`src/rtl/synth_spi_pkg.sv`:
```
// synth_spi_pkg: shared constants, FSM state type and frame byte selection
// for the synthyboy SPI command master.
package synth_spi_pkg;

    // Synth register addresses and the trailing kick byte.
    localparam logic [7:0] REG_WAVE  = 8'h01;
    localparam logic [7:0] REG_FREQ  = 8'h02;
    localparam logic [7:0] REG_AMP   = 8'h04;
    localparam logic [7:0] KICK_BYTE = 8'h00;

    // 52 us SCLK half-period and 416 us inter-frame gap at 50 MHz.
    localparam int DEF_CLK_DIV    = 2600;
    localparam int DEF_GAP_CYCLES = 20800;

    typedef enum logic [2:0] {
        ST_IDLE,
        ST_LOAD,
        ST_SHIFT,
        ST_HOLD,
        ST_GAP
    } state_t;

    // Byte for frame idx: address first, then data MSB-first. Any index past
    // the data bytes can only be the kick frame, since the sequencer stops at
    // 1 + len + kick frames.
    function automatic logic [7:0] frame_byte(input logic [7:0]  addr,
                                              input logic [23:0] data,
                                              input logic [1:0]  len,
                                              input logic [2:0]  idx);
        logic [7:0] b;
        b = KICK_BYTE;
        if (idx == 3'd0) begin
            b = addr;
        end else if (idx <= {1'b0, len}) begin
            case (idx)
                3'd1:    b = data[23:16];
                3'd2:    b = data[15:8];
                3'd3:    b = data[7:0];
                default: b = KICK_BYTE;
            endcase
        end
        return b;
    endfunction

endpackage

```
`src/rtl/synth_spi_cmd_master_shifter.sv`:
```
// spi_byte_shifter: one mode-0, MSB-first SPI byte frame.
//   clk, rst_n    system clock, async active-low reset
//   load          start a frame with tx_byte (SS falls next cycle)
//   miso          serial input, sampled on SCLK rising edges
//   sclk/mosi/ss_n registered SPI pins
//   rx_byte/rx_valid byte received, updated as SS rises
//   sclk_last     strobe: the 8th falling edge happens on this clock edge
//   frame_end     strobe: SS rises on this clock edge
module spi_byte_shifter
    import synth_spi_pkg::*;
#(
    parameter int CLK_DIV = DEF_CLK_DIV
) (
    input  logic       clk,
    input  logic       rst_n,
    input  logic       load,
    input  logic [7:0] tx_byte,
    input  logic       miso,
    output logic       sclk,
    output logic       mosi,
    output logic       ss_n,
    output logic [7:0] rx_byte,
    output logic       rx_valid,
    output logic       sclk_last,
    output logic       frame_end
);

    localparam int DIV_W = (CLK_DIV > 1) ? $clog2(CLK_DIV) : 1;

    logic [DIV_W-1:0] div_cnt;
    logic [4:0]       half_cnt;   // half-periods 0..15 toggle SCLK, 16 is the SS hold
    logic [7:0]       tx_sr;
    logic [7:0]       rx_sr;
    logic             active;
    logic             div_wrap;

    assign div_wrap  = active && (div_cnt == DIV_W'(CLK_DIV - 1));
    assign sclk_last = div_wrap && (half_cnt == 5'd15);
    assign frame_end = div_wrap && (half_cnt == 5'd16);

    always_ff @(posedge clk or negedge rst_n) begin
        if (!rst_n) begin
            div_cnt  <= '0;
            half_cnt <= '0;
            tx_sr    <= '0;
            rx_sr    <= '0;
            active   <= 1'b0;
            sclk     <= 1'b0;
            mosi     <= 1'b0;
            ss_n     <= 1'b1;
            rx_byte  <= '0;
            rx_valid <= 1'b0;
        end else begin
            rx_valid <= 1'b0;
            if (load) begin
                active   <= 1'b1;
                ss_n     <= 1'b0;
                tx_sr    <= tx_byte;
                mosi     <= tx_byte[7];
                div_cnt  <= '0;
                half_cnt <= '0;
                sclk     <= 1'b0;
            end else if (active) begin
                if (div_wrap) begin
                    div_cnt  <= '0;
                    half_cnt <= half_cnt + 5'd1;
                    if (half_cnt == 5'd16) begin
                        active   <= 1'b0;
                        ss_n     <= 1'b1;
                        rx_byte  <= rx_sr;
                        rx_valid <= 1'b1;
                    end else if (!half_cnt[0]) begin
                        sclk  <= 1'b1;
                        rx_sr <= {rx_sr[6:0], miso};
                    end else begin
                        sclk <= 1'b0;
                        // Last falling edge keeps the final bit on MOSI.
                        if (half_cnt != 5'd15) begin
                            tx_sr <= {tx_sr[6:0], 1'b0};
                            mosi  <= tx_sr[6];
                        end
                    end
                end else begin
                    div_cnt <= div_cnt + 1'b1;
                end
            end
        end
    end

endmodule

```
`src/rtl/synth_spi_cmd_master.sv`:
```
// synth_spi_cmd_master: turns one register-write command into byte frames
// (addr, 0-3 data bytes, optional 0x00 kick), each its own SS-low frame,
// followed by GAP_CYCLES of SS high.
//   i_clk50mhz, i_rst_n          clock, async active-low reset
//   i_cmd_valid/o_cmd_ready      command handshake (ready only when idle)
//   i_cmd_addr/data/len/kick     command fields, latched on accept
//   o_spi_clk/mosi/ss, i_spi_miso SPI pins
//   o_rx_byte/o_rx_valid         byte captured per frame
//   o_busy                       inverse of o_cmd_ready
module synth_spi_cmd_master
    import synth_spi_pkg::*;
#(
    parameter int CLK_DIV    = DEF_CLK_DIV,
    parameter int GAP_CYCLES = DEF_GAP_CYCLES
) (
    input  logic        i_clk50mhz,
    input  logic        i_rst_n,
    input  logic        i_cmd_valid,
    output logic        o_cmd_ready,
    input  logic [7:0]  i_cmd_addr,
    input  logic [23:0] i_cmd_data,
    input  logic [1:0]  i_cmd_len,
    input  logic        i_cmd_kick,
    output logic        o_spi_clk,
    output logic        o_spi_mosi,
    output logic        o_spi_ss,
    input  logic        i_spi_miso,
    output logic [7:0]  o_rx_byte,
    output logic        o_rx_valid,
    output logic        o_busy
);

    localparam int GAP_W = (GAP_CYCLES > 1) ? $clog2(GAP_CYCLES) : 1;

    state_t           state, state_nxt;
    logic [7:0]       addr_q;
    logic [23:0]      data_q;
    logic [1:0]       len_q;
    logic             kick_q;
    logic [2:0]       idx_q;      // frames already loaded
    logic [2:0]       n_frames;
    logic [GAP_W-1:0] gap_cnt;
    logic             accept, load, more, gap_last;
    logic             sclk_last, frame_end;

    assign accept   = i_cmd_valid && o_cmd_ready;
    assign load     = (state == ST_LOAD);
    assign n_frames = 3'd1 + {1'b0, len_q} + {2'b0, kick_q};
    assign more     = (idx_q < n_frames);

    // The LOAD cycle itself is the last SS-high cycle before the next frame,
    // so the gap state exits one cycle early when another frame follows.
    assign gap_last = more ? (gap_cnt == GAP_W'(GAP_CYCLES - 2))
                           : (gap_cnt == GAP_W'(GAP_CYCLES - 1));

    always_comb begin
        state_nxt = state;
        case (state)
            ST_IDLE:  if (accept) state_nxt = ST_LOAD;
            ST_LOAD:  state_nxt = ST_SHIFT;
            ST_SHIFT: if (sclk_last) state_nxt = ST_HOLD;
            ST_HOLD:  if (frame_end) state_nxt = (more && GAP_CYCLES == 1) ? ST_LOAD : ST_GAP;
            ST_GAP:   if (gap_last) state_nxt = more ? ST_LOAD : ST_IDLE;
            default:  state_nxt = ST_IDLE;
        endcase
    end

    always_ff @(posedge i_clk50mhz or negedge i_rst_n) begin
        if (!i_rst_n) begin
            state       <= ST_IDLE;
            addr_q      <= '0;
            data_q      <= '0;
            len_q       <= '0;
            kick_q      <= 1'b0;
            idx_q       <= '0;
            gap_cnt     <= '0;
            o_cmd_ready <= 1'b1;
            o_busy      <= 1'b0;
        end else begin
            state       <= state_nxt;
            o_cmd_ready <= (state_nxt == ST_IDLE);
            o_busy      <= (state_nxt != ST_IDLE);
            if (accept) begin
                addr_q <= i_cmd_addr;
                data_q <= i_cmd_data;
                len_q  <= i_cmd_len;
                kick_q <= i_cmd_kick;
                idx_q  <= '0;
            end else if (load) begin
                idx_q <= idx_q + 3'd1;
            end
            gap_cnt <= (state == ST_GAP) ? gap_cnt + 1'b1 : '0;
        end
    end

    spi_byte_shifter #(
        .CLK_DIV (CLK_DIV)
    ) u_shifter (
        .clk       (i_clk50mhz),
        .rst_n     (i_rst_n),
        .load      (load),
        .tx_byte   (frame_byte(addr_q, data_q, len_q, idx_q)),
        .miso      (i_spi_miso),
        .sclk      (o_spi_clk),
        .mosi      (o_spi_mosi),
        .ss_n      (o_spi_ss),
        .rx_byte   (o_rx_byte),
        .rx_valid  (o_rx_valid),
        .sclk_last (sclk_last),
        .frame_end (frame_end)
    );

endmodule

```
`config.mk`:
```
export PLATFORM = sky130hd
export DESIGN_NAME = synth_spi_cmd_master
export DESIGN_NICKNAME = d
export VERILOG_FILES = /design/src/rtl/synth_spi_pkg.sv /design/src/rtl/synth_spi_cmd_master_shifter.sv /design/src/rtl/synth_spi_cmd_master.sv
export SDC_FILE = /design/constraint.sdc
export NUM_CORES = 1
export LEC_CHECK = 0
export ABC_CLOCK_PERIOD_IN_PS = 3700
export CAP_MARGIN = 15
export CORE_MARGIN = 1
export CORE_UTILIZATION = 48
export CTS_CLUSTER_DIAMETER = 50
export DETAILED_ROUTE_END_ITERATION = 12
export PLACE_DENSITY = 0.75
export SYNTH_ARGS = -nofsm -noshare
export SYNTH_HDL_FRONTEND = slang
export SYNTH_HIERARCHICAL = 1
export SYNTH_SLANG_ARGS = --single-unit
export TNS_END_PERCENT = 20
```
`constraint.sdc`:
```
create_clock -name i_clk50mhz -period 3.7 [get_ports i_clk50mhz]
set_input_delay 0.74 -clock i_clk50mhz [delete_from_list [all_inputs] [get_ports i_clk50mhz]]
set_output_delay 0.74 -clock i_clk50mhz [all_outputs]
set_load 0.02 [all_outputs]
```
# Word level (Yosys, flattened, before mapping)
# Index checks and enable logic that the tools add are counted.
[totals]
regBits = 103
output_inout_bits = 14
[classes]
addsub = 6
order_cmp = 2
n_eq_ne = 14
muxes = 48
bitwise = 3
n_reduce_logical = 20
[op_table]
columns = ["cell", "n"]
rows = [
  ["7-bit 2-to-1 mux", 6],
  ["12-bit 2-to-1 mux", 3],
  ["15-bit equality test, second input constant", 2],
  ["1-bit 2-to-1 mux", 25],
  ["8-bit one-hot mux with 3 select lines", 1],
  ["3-bit 2-to-1 mux", 6],
  ["8-bit 2-to-1 mux", 2],
  ["15-bit by 1-bit adder with 15-bit output, second input constant", 1],
  ["15-bit 2-to-1 mux", 1],
  ["5-bit 2-to-1 mux", 3],
  ["3-bit one-hot mux with 5 select lines", 1],
  ["12-bit by 1-bit adder with 12-bit output, second input constant", 1],
  ["12-bit equality test, second input constant", 1],
  ["3-bit by 2-bit equality test with 1-bit output, second input constant", 4],
  ["2-bit nonzero test", 6],
  ["5-bit AND reduction", 2],
  ["3-bit logical NOT", 3],
  ["3-bit by 1-bit equality test with 1-bit output, second input constant", 2],
  ["3-bit AND reduction", 2],
  ["5-bit by 1-bit adder with 5-bit output, second input constant", 1],
  ["5-bit by 4-bit equality test with 1-bit output, second input constant", 1],
  ["5-bit equality test, second input constant", 1],
  ["5-bit by 4-bit inequality test with 1-bit output, second input constant", 1],
  ["1-bit logical AND", 4],
  ["11 further kinds", 13],
]

# Longest topological paths before layout
# Gate-level depths: netlist (run 1).
[depth]
ltp_word = 7
mapped_depth = 10

# Hierarchy
# Netlist (run 1), hierarchy kept.
[by_module_without_submodules]
columns = ["mod", "instances", "cells_per_inst", "area_per_inst_um2", "seq_area_each_um2"]
rows = [
  ["synth_spi_cmd_master", 1, 239, 2829.0, 1452.6],
  ["spi_byte_shifter", 1, 194, 2087.0, 1127.3],
]

# Least setup slack after synthesis (run 1)
# Ideal clock, no wire load.
[synth_timing]
kind = "flip-flop to flip-flop"
start = "register u_shifter.half_cnt[0]"
end = "register u_shifter.rx_byte[0]"
setup_ps = 125
t_arrival_ps = 2138
required_ps = 3575
slack_ps = 1437
stages_incl_launch_ff = 8
n_path_buf = 2
path_cell_list = "dfrtp_1 -> clkbuf_1 -> inv_1 -> ha_1 -> or4b_1 -> or3_1 -> clkbuf_1 -> mux2_2"
[synth_between]
elab_chain_len = 2
[synth_lines]
columns = ["item", "line_no", "text"]
rows = [
  ["start, declared", "synth_spi_cmd_master_shifter.sv:31", "logic [4:0] half_cnt;"],
  ["start signal, assigned", "synth_spi_cmd_master_shifter.sv:66", "half_cnt <= half_cnt + 5'd1;"],
  ["5-bit equality test", "synth_spi_cmd_master_shifter.sv:67", "if (half_cnt == 5'd16) begin"],
  ["4-bit AND reduction (no source line)", "-", ""],
  ["end signal, assigned", "synth_spi_cmd_master_shifter.sv:70", "rx_byte <= rx_sr;"],
  ["end, declared", "synth_spi_cmd_master_shifter.sv:22", "output logic [7:0] rx_byte,"],
]
# No other way between the ends.
# A chain may end at the register's enable or synchronous reset.

# Worst setup path after layout (run 1)
[layout_timing]
start = "register u_shifter.half_cnt[0]"
end = "register u_shifter.rx_sr[0]"
[layout_between]
elab_chain_len = 3
elab_cells_between_ends = 4
[layout_lines]
columns = ["item", "line_no", "text"]
rows = [
  ["5-bit equality test", "synth_spi_cmd_master_shifter.sv:67", ""],
  ["1-bit NOT (no source line)", "-", ""],
  ["5-bit AND reduction (no source line) (*)", "-", ""],
  ["end signal, assigned", "synth_spi_cmd_master_shifter.sv:74", "rx_sr <= {rx_sr[6:0], miso};"],
  ["end, declared", "synth_spi_cmd_master_shifter.sv:33", "logic [7:0] rx_sr;"],
]
# Mark *: on every way between the ends. The rest lies on a longest branch, timed or not.

==> results summary, run 1 <==
The total area inside the core boundary comes to 9860 um^2. Setup slack on the worst reg-to-reg path comes out at 1250 ps. Setup violations remaining at the end of the flow were counted as 0. The netlist area before placement is 4920 um^2.

The critical path goes through inv_1 > ha_1 > nor4bb_1 > nor4_2 > mux2_2. The worst hold path belongs to the class in2async. The post-route worst hold slack came out at 452 ps. The first global-routing pass estimated 15.9 mm of wire.

The routed via count came out at 3482. The highest clock rate came out at 408 MHz. The maximum resistive drop on vdd came out at 0.171 mV. The fraction of the cycle the final worst path needs came out at 66.2%. The maximum number of pins on one net before global-route repair came out at 65.

The number of buffers added by the clock tree synthesis step is 9. The number of global-route vias before repair is 3413. The die is 103 um tall. The tree is rooted in a sky130_fd_sc_hd__clkbuf_8.

The setup clock skew after layout came out at 11.3 ps. The site row count came out at 36. The number of antenna violations at the first check in global routing is 0. The share of cells above drive strength 1 is 17.6%. The dominant cell type by area after synthesis is sky130_fd_sc_hd__dfrtp_1.

The total I/O pin count is 53. The category of the worst setup path launch point is a register. The critical path in this run is classified as reg2reg. The flow ran to the end, and the final reports show no timing, DRC or antenna violations. In this design, the largest share of critical-path delay is due to simple AND/OR/NAND/NOR gates. The synthesized design contains 103 register bits. The maximum net fanout on the critical path came out at 11.

The area growth from synthesis to layout is 17.5%. The kind of capture point of the worst setup path is a register. Synthesis handed over a netlist of 433 instances. The buffer levels on the longest clock path came out at 2. Buffers added to address setup during post-CTS repair amount to 0. Post-CTS repair changed the size of 0 cells. Summed over all cells, the static leakage comes to 2.67 nW. The net count of the finished layout is 533. For the worst setup path, the data arrival time is 2690 ps.

The starting DRC count in detailed routing came out at 131. The CTS tree is done. Data on the critical path is required at its endpoint by 3940 ps. The area share of the largest cell type after synthesis came out at 51.4%. Setup repair after global routing left no endpoint under its margin. The total DRC errors in the routed layout came out at 0. The clock reaches the later pin of the worst-skew pair after 360 ps. After synthesis, the share of flip-flops with an asynchronous set or reset is 100%.

The maximum cell stage delay along the critical path came out at 800 ps. Buffers inserted to repair hold after CTS numbered 0. The actual transition at the worst max-transition pin is 947 ps.

The last weighted congestion value of the routability-driven placer came out at 0.836. After legalization and detailed placement, the total HPWL measured 6.54 mm. The leading cell type in the layout, fill and taps excluded is sky130_fd_sc_hd__dfrtp_1.

The final core area utilization is 58.6%. In the synthesized netlist the dominant register cell turns out to be sky130_fd_sc_hd__dfrtp_1. The portion of the post-synthesis area used by sequential elements is 52.5%.

Measured along the x axis, the die boundary spans 103 um. The final hold violation count came out at 0. The die covers 10700 um^2. The power per standard cell area came out at 342 nW/um^2. The detailed-router iteration count before antenna repair came out at 5. Among all stages on the critical path, the largest delay is contributed by sky130_fd_sc_hd__nor4_2. After clock tree synthesis, the clock-pin slew on the worst setup and hold paths is 100 ps. The final max-slew violation count came out at 0. Yosys printed 6 warnings. The number of port buffers is 52. For this configuration, the core starts out at a cell density of 49.8%. The via density per instance is 5.65. The average instance in the mapped netlist occupies 11.4 um^2. Across every metal layer, demand over resource in global routing totals 19.3%. For this design, the sink count on the clock tree is 103. The overall overflow remaining after global route came out at 0. Ranked by total cell area, the synthesized netlist is headed by sky130_fd_sc_hd__dfrtp_1 (51%), sky130_fd_sc_hd__mux2_2 (12%), sky130_fd_sc_hd__ha_1 (4.1%). In the layout the commonest cells are sky130_fd_sc_hd__dfrtp_1 (101), sky130_fd_sc_hd__mux2_2 (51), sky130_fd_sc_hd__clkdlybuf4s50_1 (51), sky130_fd_sc_hd__nor2_1 (36), sky130_fd_sc_hd__inv_1 (23). The worst path buffer plus inverter count is 1. The number of antenna diodes in the final layout is 0. The routed design has 9.21 mm of wire. In this run, distinct cell masters in the synthesized netlist total 51. The worst-case headroom to the max-slew limit came out at 36.4%. The clock period minus final worst setup slack came out at 2450 ps. The H-tree depth is 3.

The remaining number of nets flagged by the antenna check after routing came out at 0. Adding up every negative setup slack in the final design gives 0 ps. The number of synthesized flops with an enable pin is 0. The reported max-cap violation count is 0. The number of nets in the synthesized netlist is 488. The wire length per cell is 14.9 um.
==> state kept, by name, summed over array words and instances, names as in the netlist, 2 cells and up <==
signal and flops:
data_q 24, gap_cnt 15, u_shifter/div_cnt 12, addr_q 8, u_shifter/rx_byte 8, u_shifter/rx_sr 8, u_shifter/tx_sr 7, u_shifter/half_cnt 5
idx_q 3, state 3, len_q 2
==> synth_stat cells (3+ instances only) <==
| cell type | instances |
|---|---|
| sky130_fd_sc_hd__a21oi_1 | 10 |
| sky130_fd_sc_hd__a222oi_1 | 8 |
| sky130_fd_sc_hd__a22o_1 | 8 |
| sky130_fd_sc_hd__a31oi_1 | 9 |
| sky130_fd_sc_hd__and3_1 | 4 |
| sky130_fd_sc_hd__buf_1 | 4 |
| sky130_fd_sc_hd__clkbuf_1 | 14 |
| sky130_fd_sc_hd__dfrtp_1 | 101 |
| sky130_fd_sc_hd__ha_1 | 16 |
| sky130_fd_sc_hd__inv_1 | 23 |
| sky130_fd_sc_hd__mux2_2 | 51 |
| sky130_fd_sc_hd__nand2_1 | 19 |
| sky130_fd_sc_hd__nand2b_1 | 3 |
| sky130_fd_sc_hd__nand3_1 | 11 |
| sky130_fd_sc_hd__nand4_1 | 14 |
| sky130_fd_sc_hd__nor2_1 | 36 |
| sky130_fd_sc_hd__nor2b_1 | 6 |
| sky130_fd_sc_hd__nor3_1 | 9 |
| sky130_fd_sc_hd__nor4_1 | 4 |
| sky130_fd_sc_hd__o21ai_0 | 12 |
| sky130_fd_sc_hd__or3_1 | 3 |
| sky130_fd_sc_hd__or4_1 | 4 |
| sky130_fd_sc_hd__or4b_1 | 4 |
| sky130_fd_sc_hd__xnor2_1 | 11 |
| sky130_fd_sc_hd__xor2_1 | 13 |
==> path summary, 6_finish.rpt <==
kind | end | cells after the start | start
min in group i_clk50mhz | u_shifter/rx_byte[1] | 1 | u_shifter/rx_byte[1]
min | u_shifter/div_cnt[5] | 1 | i_rst_n
max reg2reg | u_shifter/rx_sr[0] | 5 | u_shifter/half_cnt[0]
max in group asynchronous | gap_cnt[2] | 2 | i_rst_n
min reg2reg | u_shifter/rx_byte[1] | 1 | u_shifter/rx_byte[1]
max | u_shifter/rx_sr[0] | 5 | u_shifter/half_cnt[0]
==> per-stage QoR <==
step | cells | power [mW] | cell area (um^2) | setup WS [ps]
final | 616 | 1.97 | 5780 | 1250
after CTS | 616 | 2.00 | 5780 | 1260
after detailed placement | 600 | 1.21 | 5550 | 1230
after global placement | 600 | 1.21 | 5550 | 1250
after global routing | 616 | 2.05 | 5780 | 1050
after floorplan | 433 | 1.15 | 4920 | 1440
==> cells by family (layout without fill, tap and decap cells) <==
family | count (synthesis) | count (layout) | share of synthesized area, %
AO/OA/AOI/OAI | 60 | 60 | 8.63
XOR/XNOR | 24 | 24 | 4.28
adder cells (fa/ha/maj) | 16 | 16 | 4.07
buffers and inverters | 44 | 94 | 3.49
flip-flops | 103 | 103 | 52.5
multiplexers | 51 | 51 | 11.7
AND/OR/NAND/NOR | 135 | 135 | 15.4
==> power breakdown <==
part,internal (mW),leakage (nW),switching [mW]
Combinational,0.0369,1.16,0.0276
Clock,0.390,0.111,0.394
Sequential,1.12,1.41,0
==> layer usage <==
metal	vias up	global-route usage, %	part of all wire, %
met1	1730	24.8	46
met3	12	4.50	4.2
met5	-	0	0
met2	94	31.9	49
met4	0	7.15	1.2
li1	1646	-	-
==> layout make-up <==
cell class	count	area, um^2
fillers	800	4090
flip-flops and latches	103	2580
multi-input cells	286	2160
repair buffers	55	553
well taps	133	166
clock buffers	9	124
clock inverters	7	103
inverters	23	86.3
No activity file was read; power rests on OpenSTA's default activity.
==> run 2, diff against run 1 <==
ABC_CLOCK_PERIOD_IN_PS = 2150   (was 3700)
PLACE_DENSITY = 0.77   (was 0.75)
clock period = 2.15 ns   (was 3.7 ns; I/O delays follow)
==> results summary, run 2 (synthesis results as in run 1) <==
The placement-stage cell area is 5730 um^2. The final max-slew violation count is 0. The logic depth of the worst setup path including buffers is 4. The die width came out at 103 um. The maximum resistive drop on vdd is 0.310 mV. The cell sitting at the root of the clock tree is a sky130_fd_sc_hd__clkbuf_8. The final HPWL from detailed placement is 6.93 mm.

The maximum cell stage delay along the critical path is 550 ps. Setup violations remaining at the end of the flow were counted as 0. The met1 track demand over resource in global routing is 27.2%. The worst setup path is of the reg2reg kind.

The synthesis-to-layout area growth is 21.7%. The actual transition at the worst max-transition pin came out at 520 ps. The total I/O pin count came out at 53. Power comes to 3.31 mW. The site row count is 36. The routed via count came out at 3501. The clock transition at the register clock pins on the worst setup and hold paths after CTS came out at 90 ps. The setup clock skew after layout came out at 11.7 ps. STA puts the critical path data required time at 2430 ps. The share of cells above drive strength 1 is 22.4%. Counting flops per register, the top entry is data_q. At the worst endpoint, the arrival time is 2350 ps. The post-route worst setup slack is 82.1 ps. Across all hold checks on the routed design, the worst slack comes to 512 ps. The post-route cell area is 5980 um^2.

The last weighted congestion value of the routability-driven placer is 0.852. The maximum net fanout on the critical path came out at 5. The number of global-route vias before repair came to 3555. The buffer levels on the longest clock path came out at 2. The net count of the finished layout is 555. The number of buffers added by the clock tree synthesis step is 9. TritonCTS built the clock tree.

Setup repair after global routing could not meet its margin everywhere. After detailed routing, the average wire length per cell comes to 15.2 um. The library cell used most frequently in the layout, excluding fill and tap cells, is sky130_fd_sc_hd__dfrtp_1. The highest clock rate is 484 MHz. Leaving out fill and tap cells, the most frequent cells in the layout are sky130_fd_sc_hd__dfrtp_1 (101), sky130_fd_sc_hd__mux2_2 (51), sky130_fd_sc_hd__clkdlybuf4s50_1 (51), sky130_fd_sc_hd__nor2_1 (35).

For met3 alone, demand over resource in global routing was 3.83%. The area of the die came out at 10700 um^2. The slowest stage of the critical path belongs to the cell sky130_fd_sc_hd__or4b_4.

Input and output buffers added on the ports amount to 52. The depth of the worst register-to-register path came out at 4. The starting DRC count in detailed routing is 160. The remaining number of nets flagged by the antenna check after routing is 0.

The worst hold path depth is 1. The worst path buffer plus inverter count came out at 0. The clock insertion delay at the later pin of the skew report is 360 ps. Global routing consumed, on the met2 layer, 32.1% of the routing resources. The H-tree depth came out at 3. The worst-case headroom to the max-slew limit is 65.3%. The number of flip-flops in the largest register is 24. The kind of cell with the highest combined delay along the critical path is simple AND/OR/NAND/NOR gates. The clock sink total came out at 103.

The total DRC errors in the routed layout is 0. The number of antenna violations at the first check in global routing came out at 0. The area of the core is 9860 um^2.

Wires add up to 9.67 mm. 0 antenna diodes ended up in the layout. The most congested layer reported by global routing is met2. The kind of capture point of the worst setup path is a register. For this run the aggregate overflow at the end of global routing stands at 0.

The critical path goes through or4b_4 > or3_4 > or4_1 > a21oi_1. The run finished with clean final reports. At the end of the flow the core is filled with cells to 60.6%. STA classifies the critical path startpoint as a register. The via density per instance is 5.49. The detailed-router iteration count before antenna repair is 6. The worst path uses 96.2% of the clock period. In this run the worst hold path is classified as reg2reg.

Across the run, the number of max-cap violations was 0. The floorplan step set the die height to 103 um. Entering global routing, the biggest net connects 58 pins.

The final hold violation count is 0. The starting density of the core came out at 49.8%. The total routing usage reported by global routing is 19.8%. The power per standard cell area is 553 nW/um^2. The clock period minus final worst setup slack is 2070 ps. The first-pass GRT wire length is 16.4 mm. Summed over all cells, the static leakage comes to 2.79 nW.

The setup slack after placement came out at 35.3 ps. The largest registers in the layout are data_q: 24 flops, gap_cnt: 15 flops, u_shifter/div_cnt: 12 flops.
==> run 2: layer usage <==
layer,share of wire (%),vias up
li1,-,1698
met1,47,1731
met2,49,65
met3,3.0,7
met4,0.96,0
met5,0,-
==> run 2: per-stage QoR <==
step / TNS [ps] / instances
finish: 0 / 638
global route: -51.4 / 638
CTS: 0 / 638
detailed placement: 0 / 621
global placement: 0 / 621
floorplan: -11.8 / 433
==> run 2: final timing paths <==
path | from | to | slack, ps
max | u_shifter/div_cnt[4] | u_shifter/half_cnt[3] | 80
min reg2reg | u_shifter/rx_byte[5] | u_shifter/rx_byte[5] | 510
min in group asynchronous | i_rst_n | u_shifter/div_cnt[11] | 520
max in group asynchronous | i_rst_n | o_cmd_ready | 990
max reg2reg | u_shifter/div_cnt[4] | u_shifter/half_cnt[3] | 80
min | u_shifter/rx_byte[5] | u_shifter/rx_byte[5] | 510
==> run 2: layout make-up <==
cell class | count | area (um^2)
tap | 133 | 166
sequential | 103 | 2580
clock inverter | 4 | 52.6
inverter | 23 | 86.3
fill | 802 | 3880
timing repair buffer | 77 | 733
multi-input combinational | 286 | 2210
clock buffer | 12 | 155
==> run 2: repair_timing <==
action | CTS | global route
hold buffers | 1 | 0
setup endpoints to repair | 0 | 22
resized for setup | 0 | 8
buffers inserted | 0 | 0
hold endpoints to repair | 21 | 0
==> run 2: power by group <==
part	total [mW]	switching, mW	internal (mW)	leakage [nW]
registers	1.94	0	1.94	1.41
clock network	1.26	0.647	0.610	0.107
logic	0.115	0.0491	0.0660	1.28
==> run 3, diff against run 2 <==
CORE_UTILIZATION = 30   (was 48)
PLACE_DENSITY = 0.54   (was 0.77)
SETUP_SLACK_MARGIN = 0.15   (was unset)
==> results summary, run 3 (synthesis results as in run 1) <==
The run finished with clean final reports. The maximum number of pins on one net before global-route repair is 63. The area of the die came out at 16900 um^2. Headroom to the max-slew limit came out at 68.6%. The final max-slew violation count came to 0.

The leading cell type in the layout, fill and taps excluded is sky130_fd_sc_hd__dfrtp_1. In this run the count of I/O pins placed on the die edge is 53. The site row count came out at 46. The count of non-filler cells in the finished layout is 729. The clock insertion delay at the later pin of the skew report came out at 340 ps. More flip-flops sit in one register than any other, and that register is data_q.

The share of cells above drive strength 1 is 25.5%. Cells fill 39.5% of the core in the end. The number of diodes is 0. The last weighted congestion value of the routability-driven placer came out at 0.808. The clock period minus final worst setup slack is 2090 ps. The post-route worst hold slack came out at 504 ps.

The maximum net fanout on the critical path came out at 4. The final hold violation count came out at 0. The clock sink total came out at 103.

TritonCTS built the clock tree. The synthesis-to-layout area growth is 28.1%. For the final database, setup skew stands at 8.97 ps.

The maximum cell stage delay along the critical path is 560 ps. In the finished design, the share of the clock period the worst path needs comes to 97.1%. In this run the standard cell core region covers 15900 um^2. In this run, the number of DRC markers left after iteration 0 of detailed routing was 231. Timing would allow up to 479 MHz. The final HPWL from detailed placement is 7.41 mm. The reported max-cap violation count is 0.

In this run the number of H-tree levels came out at 3. The routed via count came out at 3553. Global routing finished with a remaining overflow of 0.

The maximum resistive drop on vdd came out at 0.364 mV. The die width came out at 130 um. The total number of nets in the final design is 563. The signal on the critical path passes through or4b_4 > or3_4 > or4_1 > a21oi_1.

The number of flip-flops in the largest register is 24. Setup violations remaining at the end of the flow were counted as 0. The number of buffers added by the clock tree synthesis step is 9.

At the pin with the least slew margin, the transition time is 465 ps. The wire length per cell came out at 14.5 um. Including well taps, the total number of placed cells is 710. The start-to-end type of the worst setup path is reg2reg. The number of global-route vias before repair came out at 3559. The kind of capture point of the worst setup path is a register.

Summed over all failing endpoints, the final setup total negative slack is 0 ps. After detailed routing, the number of vias per cell comes to 4.87. The largest registers in the layout are data_q: 24 flops, gap_cnt: 15 flops, u_shifter/div_cnt: 12 flops. For this configuration, the core starts out at a cell density of 30.8%. From bottom edge to top edge, the die measures 130 um. The remaining number of nets flagged by the antenna check after routing is 0. The kind of cell with the highest combined delay along the critical path is simple AND/OR/NAND/NOR gates.

The static leakage came out at 2.89 nW. The clock transition at the register clock pins on the worst setup and hold paths after CTS is 70 ps. The path class of the tightest hold or removal check is reg2reg. The library cells used most frequently in the layout, excluding fill and tap cells, are sky130_fd_sc_hd__dfrtp_1 (99), sky130_fd_sc_hd__clkdlybuf4s50_1 (51), sky130_fd_sc_hd__mux2_2 (50), sky130_fd_sc_hd__nor2_1 (34), sky130_fd_sc_hd__buf_4 (30). The detailed-router iteration count before antenna repair is 5. The reg-to-reg setup timing slack is 60 ps. During placement, the flow inserted port buffers numbering 52. The clock root buffer is sky130_fd_sc_hd__clkbuf_16. The first global-routing pass estimated 17.9 mm of wire. The signal arrival time at the worst endpoint came out at 2360 ps.

The number of antenna violations at the first check in global routing is 0. In the routed design, unresolved DRC markers number 0. The wire length reported by the detailed router is 10.6 mm.

The critical path contains buffers and inverters numbering 0 combined. The buffer levels on the longest clock path came out at 2. Setup repair after global routing could not meet its margin everywhere. Dividing total power by cell area gives a power density of 594 nW/um^2.

The category of the worst setup path launch point is a register. The slowest stage of the critical path is the sky130_fd_sc_hd__or4b_4 cell. The total routing usage reported by global routing came out at 13.6%. The worst endpoint required time is 2420 ps.
run 3: final timing paths:
kind | startpoint | to | cells past startpoint
worst max-delay path | u_shifter/div_cnt[8] | u_shifter/half_cnt[3] | 4
worst min-delay path | u_shifter/rx_byte[3] | u_shifter/rx_byte[3] | 1
worst max register to register | u_shifter/div_cnt[8] | u_shifter/half_cnt[3] | 4
worst min register to register | u_shifter/rx_byte[3] | u_shifter/rx_byte[3] | 1
max in group asynchronous | i_rst_n | u_shifter/mosi | 3
min in group asynchronous | i_rst_n | gap_cnt[14] | 2
run 3: metrics by stage:
stage / instance area (um^2) / setup WS (ps) / power [mW]
2_1_floorplan: 4980 / 9.67 / 1.98
3_3_place_gp: 5910 / 65.1 / 2.10
3_5_place_dp: 5910 / 33.4 / 2.10
4_1_cts: 6230 / 65.7 / 3.80
5_1_grt: 6300 / 39.1 / 3.88
6_report: 6300 / 63.2 / 3.74
run 3: report_power, final:
part           internal (mW)  switching, mW  leakage (nW)  total [mW]
Clock                  0.969          0.713         0.149        1.68
Combinational         0.0674         0.0519          1.33       0.119
Sequential              1.94              0          1.40        1.94
run 3: final cells by class:
| class | instances | area [um^2] |
|---|---|---|
| clock inverter | 4 | 51.3 |
| inverter | 23 | 92.6 |
| multi-input combinational | 286 | 2240 |
| timing repair buffer | 85 | 806 |
| fill | 1541 | 9650 |
| sequential | 103 | 2580 |
| tap | 216 | 270 |
| clock buffer | 12 | 256 |
run 3: timing repair:
item | 4_1_cts | 5_1_grt
pin swaps | 0 | 1
endpoints found under the setup margin | 28 | 40
hold buffers | 1 | 0
hold endpoints to repair | 15 | 0
buffers inserted | 0 | 2
gates cloned | 0 | 0
gates resized for setup | 2 | 11
run 3: layer usage:
metal	vias up	global-route usage (%)	part of all wire, %
met1	1749	18.5	49
met2	76	21.3	45
li1	1709	-	-
met5	-	0	0
met4	0	6.36	2.3
met3	19	2.21	3.8
